### src/rtl/pipeline_pkg.sv
// Shared constants and types for the ID-stage early-branch hazard logic.
package pipeline_pkg;

  localparam int unsigned REG_W = 5;

  localparam logic [1:0] FWD_REG = 2'd0;
  localparam logic [1:0] FWD_MEM = 2'd1;
  localparam logic [1:0] FWD_WB  = 2'd2;

  typedef enum logic {IDLE, HOLD} state_t;

  // A loaded value still in MEM cannot be forwarded; fall through to WB.
  function automatic logic [1:0] fwd_sel(logic mem_match, logic mem_load, logic wb_match);
    if (mem_match && !mem_load) return FWD_MEM;
    if (wb_match) return FWD_WB;
    return FWD_REG;
  endfunction

endpackage

### src/rtl/hazard_match.sv
// Per-operand RAW dependence check against EX, MEM and WB, with stall requirement.
module hazard_match import pipeline_pkg::*; #(
  parameter int unsigned REG_W = pipeline_pkg::REG_W
) (
  input  logic             used,
  input  logic [REG_W-1:0] rs,
  input  logic             ex_regwrite,
  input  logic             ex_memread,
  input  logic [REG_W-1:0] ex_rd,
  input  logic             mem_regwrite,
  input  logic             mem_memread,
  input  logic [REG_W-1:0] mem_rd,
  input  logic             wb_regwrite,
  input  logic [REG_W-1:0] wb_rd,
  output logic             mem_match,
  output logic             wb_match,
  output logic [1:0]       req
);

  logic ex_match;

  always_comb begin
    ex_match  = used && ex_regwrite  && (ex_rd  != '0) && (ex_rd  == rs);
    mem_match = used && mem_regwrite && (mem_rd != '0) && (mem_rd == rs);
    wb_match  = used && wb_regwrite  && (wb_rd  != '0) && (wb_rd  == rs);
    req = 2'd0;
    if (ex_match) begin
      req = ex_memread ? 2'd2 : 2'd1;
    end else if (mem_match && mem_memread) begin
      req = 2'd1;
    end
  end

endmodule

### src/rtl/branch_hazard_ctrl.sv
// ID-stage branch hazard sequencer: stalls, comparator forwarding, redirect and counters.
module branch_hazard_ctrl import pipeline_pkg::*; #(
  parameter int unsigned REG_W = pipeline_pkg::REG_W,
  parameter int unsigned CNT_W = 32
) (
  input  logic             clk,
  input  logic             reset,
  input  logic             ID_Branch,
  input  logic             ID_JumpReg,
  input  logic [REG_W-1:0] ID_Rs,
  input  logic [REG_W-1:0] ID_Rt,
  input  logic             EX_RegWrite,
  input  logic             EX_MemRead,
  input  logic [REG_W-1:0] EX_Rd,
  input  logic             MEM_RegWrite,
  input  logic             MEM_MemRead,
  input  logic [REG_W-1:0] MEM_Rd,
  input  logic             WB_RegWrite,
  input  logic [REG_W-1:0] WB_Rd,
  input  logic             Freeze,
  input  logic             Branch_Taken,
  output logic             Stall,
  output logic [1:0]       ForwardA,
  output logic [1:0]       ForwardB,
  output logic             PCSrc_Branch,
  output logic             Flush_IFID,
  output logic [CNT_W-1:0] StallCount,
  output logic [CNT_W-1:0] TakenCount
);

  state_t           state_q, state_d;
  logic             use_rs, use_rt;
  logic             mem_match_a, wb_match_a, mem_match_b, wb_match_b;
  logic [1:0]       req_a, req_b, req_max;
  logic [1:0]       fwd_a, fwd_b, fwd_a_q, fwd_b_q;
  logic             stall_raw, stall_q, redirect;
  logic [CNT_W-1:0] stall_cnt_q, taken_cnt_q;

  assign use_rs = ID_Branch | ID_JumpReg;
  assign use_rt = ID_Branch;

  hazard_match #(.REG_W(REG_W)) u_match_a (
    .used         (use_rs),
    .rs           (ID_Rs),
    .ex_regwrite  (EX_RegWrite),
    .ex_memread   (EX_MemRead),
    .ex_rd        (EX_Rd),
    .mem_regwrite (MEM_RegWrite),
    .mem_memread  (MEM_MemRead),
    .mem_rd       (MEM_Rd),
    .wb_regwrite  (WB_RegWrite),
    .wb_rd        (WB_Rd),
    .mem_match    (mem_match_a),
    .wb_match     (wb_match_a),
    .req          (req_a)
  );

  hazard_match #(.REG_W(REG_W)) u_match_b (
    .used         (use_rt),
    .rs           (ID_Rt),
    .ex_regwrite  (EX_RegWrite),
    .ex_memread   (EX_MemRead),
    .ex_rd        (EX_Rd),
    .mem_regwrite (MEM_RegWrite),
    .mem_memread  (MEM_MemRead),
    .mem_rd       (MEM_Rd),
    .wb_regwrite  (WB_RegWrite),
    .wb_rd        (WB_Rd),
    .mem_match    (mem_match_b),
    .wb_match     (wb_match_b),
    .req          (req_b)
  );

  always_comb begin
    fwd_a     = fwd_sel(mem_match_a, MEM_MemRead, wb_match_a);
    fwd_b     = fwd_sel(mem_match_b, MEM_MemRead, wb_match_b);
    req_max   = (req_a > req_b) ? req_a : req_b;
    // HOLD stalls blindly; the load has not reached WB yet.
    stall_raw = (state_q == HOLD) || (req_max != 2'd0);
    state_d   = ((state_q == IDLE) && (req_max == 2'd2)) ? HOLD : IDLE;
    redirect  = use_rs && !stall_raw && !Freeze && !reset
                && (ID_JumpReg || (ID_Branch && Branch_Taken));

    Stall    = stall_raw;
    ForwardA = fwd_a;
    ForwardB = fwd_b;
    if (reset) begin
      Stall    = 1'b0;
      ForwardA = FWD_REG;
      ForwardB = FWD_REG;
    end else if (Freeze) begin
      Stall    = stall_q;
      ForwardA = fwd_a_q;
      ForwardB = fwd_b_q;
    end
    PCSrc_Branch = redirect;
    Flush_IFID   = redirect;
  end

  always_ff @(posedge clk) begin
    if (reset) begin
      state_q     <= IDLE;
      stall_q     <= 1'b0;
      fwd_a_q     <= FWD_REG;
      fwd_b_q     <= FWD_REG;
      stall_cnt_q <= '0;
      taken_cnt_q <= '0;
    end else if (!Freeze) begin
      state_q <= state_d;
      stall_q <= stall_raw;
      fwd_a_q <= fwd_a;
      fwd_b_q <= fwd_b;
      if (stall_raw && (stall_cnt_q != '1)) stall_cnt_q <= stall_cnt_q + 1'b1;
      if (redirect && (taken_cnt_q != '1)) taken_cnt_q <= taken_cnt_q + 1'b1;
    end
  end

  assign StallCount = stall_cnt_q;
  assign TakenCount = taken_cnt_q;

endmodule

### config.mk
export PLATFORM = sky130hd
export DESIGN_NAME = branch_hazard_ctrl
export DESIGN_NICKNAME = d
export VERILOG_FILES = /design/src/rtl/pipeline_pkg.sv /design/src/rtl/hazard_match.sv /design/src/rtl/branch_hazard_ctrl.sv
export SDC_FILE = /design/constraint.sdc
export NUM_CORES = 1
export LEC_CHECK = 0
export CAP_MARGIN = 20
export CORE_ASPECT_RATIO = 2
export CORE_MARGIN = 10
export CORE_UTILIZATION = 45
export CTS_CLUSTER_SIZE = 16
export DETAILED_ROUTE_END_ITERATION = 10
export GPL_TIMING_DRIVEN = 0
export PLACE_DENSITY = 0.78
export SETUP_SLACK_MARGIN = 0.2
export SLEW_MARGIN = 20
export SYNTH_ARGS = -nofsm -noshare
export SYNTH_HDL_FRONTEND = slang
export SYNTH_HIERARCHICAL = 1
export SYNTH_SLANG_ARGS = --single-unit
### constraint.sdc
create_clock -name clk -period 2.8 [get_ports clk]
set_clock_uncertainty 0.05 [all_clocks]
set_input_delay 0.28 -clock clk [delete_from_list [all_inputs] [get_ports clk]]
set_output_delay 0.28 -clock clk [all_outputs]
set_load 0.005 [all_outputs]
**Word-level counts from Yosys, hierarchy flattened**

Index checks and enable logic that the tools add are counted.

- Register bits after elaboration: 70
- Input bits: 36
- Output and inout port bits: 71
- Word-level logic and storage cells: 90

- Add/subtract/negate cells: 2
- Order comparisons: 1
- Equality and inequality tests: 9
- Mux-type cells: 27
- Bitwise logic cells: 3
- Reduce and logical (&&, ||, !) cells: 42

Operator list:

| cell | number |
|---|---|
| $add A32 B1 Y32 const B | 2 |
| $ne A32 B32 Y1 const B | 2 |
| $mux W2 | 16 |
| $eq A5 B5 Y1 | 6 |
| $logic_and A1 B1 Y1 | 30 |
| $reduce_bool A5 Y1 | 3 |
| $mux W1 | 11 |
| $logic_not A1 Y1 | 4 |
| $reduce_and A2 Y1 | 2 |
| $eq A2 B2 Y1 const B | 1 |
| $gt A2 B2 Y1 | 1 |
| $logic_or A1 B1 Y1 | 2 |
| $not A1 Y1 | 2 |
| $reduce_bool A2 Y1 | 1 |
| $or A1 B1 Y1 | 1 |

**Depth between registers and ports, before layout**

- Depth after elaboration: 18
- Depth in mapped cells: 15
- Gate-level depth less buffers: 13

**Modules after synthesis**

The synthesis kept the hierarchy.

Modules (own cells, without submodules):

| module | times used | cells each | area an instance (sq um) | sequential area each (sq um) |
|---|---|---|---|---|
| branch_hazard_ctrl | 1 | 432 | 3,574.7 | 1,401.3 |
| hazard_match | 2 | 36 | 256.5 | 0.0 |

**Worst setup path after synthesis**

OpenSTA, ideal clock, no wires.

- Kind: in2reg
- From: in ID_Rs[0]
- To: reg stall_cnt_q[26] (netlist: StallCount[26])
- Library setup time: 0.128 ns
- Arrival time: 2.869 ns
- Data required time: 2.622 ns
- Slack: -0.246 ns
- Cell stages on the path: 13
- Path buffers: 1
- Cells stage by stage: nor4_1 > nor2_1 > o2111ai_2 > mux2_1 > inv_1 > ha_1 > or4b_1 > o21ai_2 > o311ai_1 > buf_2 > nor4_1 > xnor2_1 > nor2_1

- Longest elaborated chain between the ends: 11
- Elaborated cells on any way between the ends: 13
- Those cells by class: order compare: 1; eq/ne: 2; mux: 3; reduce/logical: 7

Ends and longest elaborated chain:

| item | RTL line | RTL |
|---|---|---|
| from (decl) | branch_hazard_ctrl.sv:10 | `input logic [REG_W-1:0] ID_Rs,` |
| $eq A5 B5 Y1 | hazard_match.sv:24 | `mem_match = used && mem_regwrite && (mem_rd != '0) && (mem_rd == rs);` |
| $logic_and A1 B1 Y1 | hazard_match.sv:24 |  |
| $logic_and A1 B1 Y1 | hazard_match.sv:29 | `end else if (mem_match && mem_memread) begin` |
| $mux W1 | hazard_match.sv:29 |  |
| $mux W2 (*) | hazard_match.sv:27 | `if (ex_match) begin` |
| via req_a[0] | branch_hazard_ctrl.sv:34 | `logic [1:0] req_a, req_b, req_max;` |
| $gt A2 B2 Y1 | branch_hazard_ctrl.sv:77 | `req_max = (req_a > req_b) ? req_a : req_b;` |
| $mux W2 (*) | branch_hazard_ctrl.sv:77 |  |
| $reduce_bool A2 Y1 (*) | branch_hazard_ctrl.sv:79 | `stall_raw = (state_q == HOLD) \|\| (req_max != 2'd0);` |
| $logic_or A1 B1 Y1 (*) | branch_hazard_ctrl.sv:79 |  |
| $logic_and A1 B1 Y1 (*) | branch_hazard_ctrl.sv:113 | `if (stall_raw && (stall_cnt_q != '1)) stall_cnt_q <= stall_cnt_q + 1'b1;` |
| $reduce_and A2 Y1 (no source line) (*) | n/a |  |
| to (signal assigned) | branch_hazard_ctrl.sv:113 |  |
| to (decl) | branch_hazard_ctrl.sv:37 | `logic [CNT_W-1:0] stall_cnt_q, taken_cnt_q;` |

Mark *: on every way through the listed nets, which the timed path passes. The rest lies on a longest branch.
A chain may end at the register's enable or synchronous reset.

**Worst setup path in the final report**

- From: in ID_Rt[3]
- To: reg taken_cnt_q[31] (netlist: TakenCount[31])

- Longest elaborated chain between the ends: 16
- Elaborated cells on any way between the ends: 18
- Those cells by class: order compare: 1; eq/ne: 2; mux: 3; reduce/logical: 12

Ends and longest elaborated chain:

| item | RTL line | RTL |
|---|---|---|
| from (decl) | branch_hazard_ctrl.sv:11 | `input logic [REG_W-1:0] ID_Rt,` |
| $eq A5 B5 Y1 | hazard_match.sv:24 |  |
| $logic_and A1 B1 Y1 | hazard_match.sv:24 |  |
| $logic_and A1 B1 Y1 | hazard_match.sv:29 |  |
| $mux W1 | hazard_match.sv:29 |  |
| $mux W2 (*) | hazard_match.sv:27 |  |
| via req_b[0] | branch_hazard_ctrl.sv:34 |  |
| $gt A2 B2 Y1 | branch_hazard_ctrl.sv:77 |  |
| $mux W2 (*) | branch_hazard_ctrl.sv:77 |  |
| $reduce_bool A2 Y1 (*) | branch_hazard_ctrl.sv:79 |  |
| $logic_or A1 B1 Y1 (*) | branch_hazard_ctrl.sv:79 |  |
| $logic_not A1 Y1 (*) | branch_hazard_ctrl.sv:81 | `redirect = use_rs && !stall_raw && !Freeze && !reset` |
| $logic_and A1 B1 Y1 (*) (3 in a row) | branch_hazard_ctrl.sv:81 |  |
| $logic_and A1 B1 Y1 (*) | branch_hazard_ctrl.sv:82 | `&& (ID_JumpReg \|\| (ID_Branch && Branch_Taken));` |
| $logic_and A1 B1 Y1 (*) | branch_hazard_ctrl.sv:114 | `if (redirect && (taken_cnt_q != '1)) taken_cnt_q <= taken_cnt_q + 1'b1;` |
| $reduce_and A2 Y1 (no source line) (*) | n/a |  |
| to (signal assigned) | branch_hazard_ctrl.sv:114 |  |
| to (decl) | branch_hazard_ctrl.sv:37 |  |

Marked as above.

==> impl_metrics.ini <==
[setup_path]
path_cells = buf_8, nor4_4, nor2_1, o2111ai_2, mux2_4, ha_4, buf_6, nand2b_4, a21o_1, a21o_1, buf_12, buf_12, buf_8, buf_6, nor3_4, nand4_1, mux2i_1
cpPeakStageDelay_ns = 0.35
critPathMaxFanout = 6
startpoint_type = input pin
crit_required_ns = 3.01
timing.rr.end = TakenCount[28]
crit_type = in -> reg
crit_family = simple AND/OR/NAND/NOR gates
arrival_ns = 3.36
reg2reg_slack_ns = -0.05
crit_slowest_cell = mux2_4
r2r_cells = 6
cp.depth = 17
end_kind = flip-flop
r2r-start = TakenCount[14]
critPathBufInv = 6

[hold_path]
min_from = reset
hold_depth = 3
min_to = StallCount[23]
hold_class = in -> reg

[detailed_routing]
ant_nets = 0
wirelength_um = 15800
vias = 4562
wl_per_cell_um = 20.6
first_iter_violations = 208
first_pass_iters = 5
met1_length_um = 5330
drc = 0
viasPerCell = 5.93
top_layer = met4
dr_wl_met2_um = 8940
wl_met3_um = 978

[timing]
final_hold_viol_count = 0
maxSlewViolCount = 0
fin_crit_sh_pct = 113
setup_ws_ns = -0.351
tns_ns = -9.09
worst_pin_slew_ns = 0.893
rsz0062_at_grt = yes
timing.fmax_ghz = 0.317
finalSetupViolCount = 65
fin_crit_ns = 3.15
whs_ns = 0.228
slew_headroom_pct = 39.9

[die]
die-area_mm2 = 0.0135
num_io_pins = 107
fp-row-count = 49
die_x_um = 87.4
initial_core_util_pct = 45.7
core_area_mm2 = 0.00895
chipHeight_um = 155

[cells_and_area]
multiInputGateArea_mm2 = 0.00321
final_cell_mix = nor2_1 (77), clkdlybuf4s50_1 (72), dfxtp_1 (70), xnor2_1 (52), nand3_1 (28)
area_growth_pct = 66.3
nNetsFinal = 703
fillers = 592
final_common_cell = nor2_1
seq_area_mm2 = 0.00140
drive_above_1_share_pct = 26.7

[synth]
synthCells = 504
yosysWarnings = 6
ys_seq_area_share_pct = 34.3
synth_area_leaders = dfxtp_1 (34%), xnor2_1 (12%), nor2_1 (7.3%), xor2_1 (4.7%), nand4_1 (4.1%)
ys_ff_latch = 70
yosys.area.top_type = dfxtp_1
synth_edf_count = 0
ys_types = 49
ys.flop_type = dfxtp_1
syn-cell-area_mm2 = 0.00409
syn_nets = 545
async_flop_share_pct = 0
syn_avg_cell_area_um2 = 8.11
synth_top_area_share_pct = 34.3

[global_routing]
grt_max_degree = 13
grt_antenna_before_repair = 1
grt_pass1_vias = 4758
grt_pass1_wl_um = 23900
grt_use_total_pct = 21.8
gr-total-overflow = 0

[power]
finalPower_mw = 2.35
ir_drop_v = 0.000342
p_leak_nw = 2.34
powerDensity_mw_per_mm2 = 346

[run_status]
violations = negative setup slack
status = complete, but fails checks

[clock_network]
clkSinkCount = 70
cts_buffers = 9
cts_hold_buf = 0
root_buffer = clkbuf_16
cts_max_path_buffers = 2
clock_latency_ns = 0.34
clkSlewWorstSetupHoldPaths_ns = 0.06
cts_tree = yes
htreeDepth = 3

[placement]
port_buffers = 105
dpl.hpwl_um = 10500
place_congestion = 0.914

[flow_run]
cap_violations = 0
## final cells by class
| cell class | count | area share [%] |
|---|---|---|
| diodes | 1 | 0.0368 |
| plain buffers | 21 | 2.48 |
| clock buffers | 9 | 3.31 |
| clock inverters | 6 | 0.570 |
| inverters | 23 | 1.49 |
| multi-input cells | 390 | 47.2 |
| flip-flops and latches | 70 | 20.6 |
| well taps | 102 | 1.88 |
| repair buffers | 147 | 22.5 |
## cell families after synthesis
| kind of cell | after synthesis | synth area share, % |
|---|---|---|
| buffers and inverters | 44 | 4.87 |
| adders and majority gates | 5 | 1.53 |
| and+or+nand+nor | 260 | 34.2 |
| DFF | 70 | 34.3 |
| muxes | 6 | 1.56 |
| AOI/OAI and AO/OA | 41 | 6.83 |
| xor gates and xnor gates | 78 | 16.7 |
## timing repair
action	CTS	global route
cloned	3	0
gates resized for setup	177	49
endpoints found under the setup margin	73	70
pin swaps	70	37
endpoints found under the hold margin	0	0
setup buffers	25	14
## flip-flops by register name, indices dropped and copies added (netlist names)
| register | count |
|---|---|
| StallCount | 32 |
| TakenCount | 32 |
| fwd_a_q | 2 |
| fwd_b_q | 2 |
| stall_q | 1 |
| state_q | 1 |
## cell usage after synthesis (2+ instances only)
cell type	n
a21o_1	2
a21oi_1	13
a31oi_1	2
and2_1	2
and3_1	13
and4_1	7
buf_2	6
buf_6	3
clkbuf_1	10
dfxtp_1	70
ha_1	5
inv_1	23
mux2_1	2
mux2i_1	3
nand2_1	24
nand2b_1	7
nand3_1	32
nand4_1	27
nor2_1	80
nor2b_1	2
nor3_1	18
nor3_2	3
nor3b_1	6
nor4_1	19
nor4_2	5
nor4b_1	5
o2111ai_1	4
o2111ai_2	2
o21a_1	2
o21ai_0	9
or3_1	3
or4_1	2
xnor2_1	56
xor2_1	22
## power breakdown
part           leakage [nW]  switching [mW]  total (mW)  internal, mW
sequential            0.564         0.00364        1.00         0.998
combinational          1.65           0.152       0.308         0.156
clock                 0.127           0.449        1.04         0.592
total                  2.34           0.604        2.35          1.75
## worst max-delay path by stage
stage | end | start | slack (ns)
after floorplan | Stall | ID_Rs[0] | -0.13
after global placement | Stall | ID_Rs[0] | -1.52
after detailed placement | Stall | ID_Rs[0] | -1.58
after CTS | Stall | ID_Rs[3] | -0.28
after global routing | TakenCount[31] | ID_Rt[0] | -0.45
final | TakenCount[31] | ID_Rt[3] | -0.35
## per-stage QoR
stage                     cell area [µm²]  utilization, %  setup WS (ns)  instances
after floorplan                      4470               -         -0.126        504
final                                6800            76.0         -0.351        769
after global placement               5650            63.1          -1.52        711
after global routing                 6800            76.0         -0.448        769
after detailed placement             5650            63.1          -1.58        711
after CTS                            6480            72.4         -0.284        754
## tightest hold or removal path, delay by kind of cell
family / cells / cell delay (ns)
buffers and inverters: 1 / 0.13
AND/OR/NAND/NOR: 2 / 0.16
## routing by layer
| layer | track usage, % | up-vias |
|---|---|---|
| met4 | 11.5 | 0 |
| met2 | 40.8 | 204 |
| met1 | 20.4 | 2213 |
| met5 | 0 | - |
| met3 | 5.58 | 51 |
| li1 | - | 2094 |
Note: power is estimated with default switching activity, not from simulation.
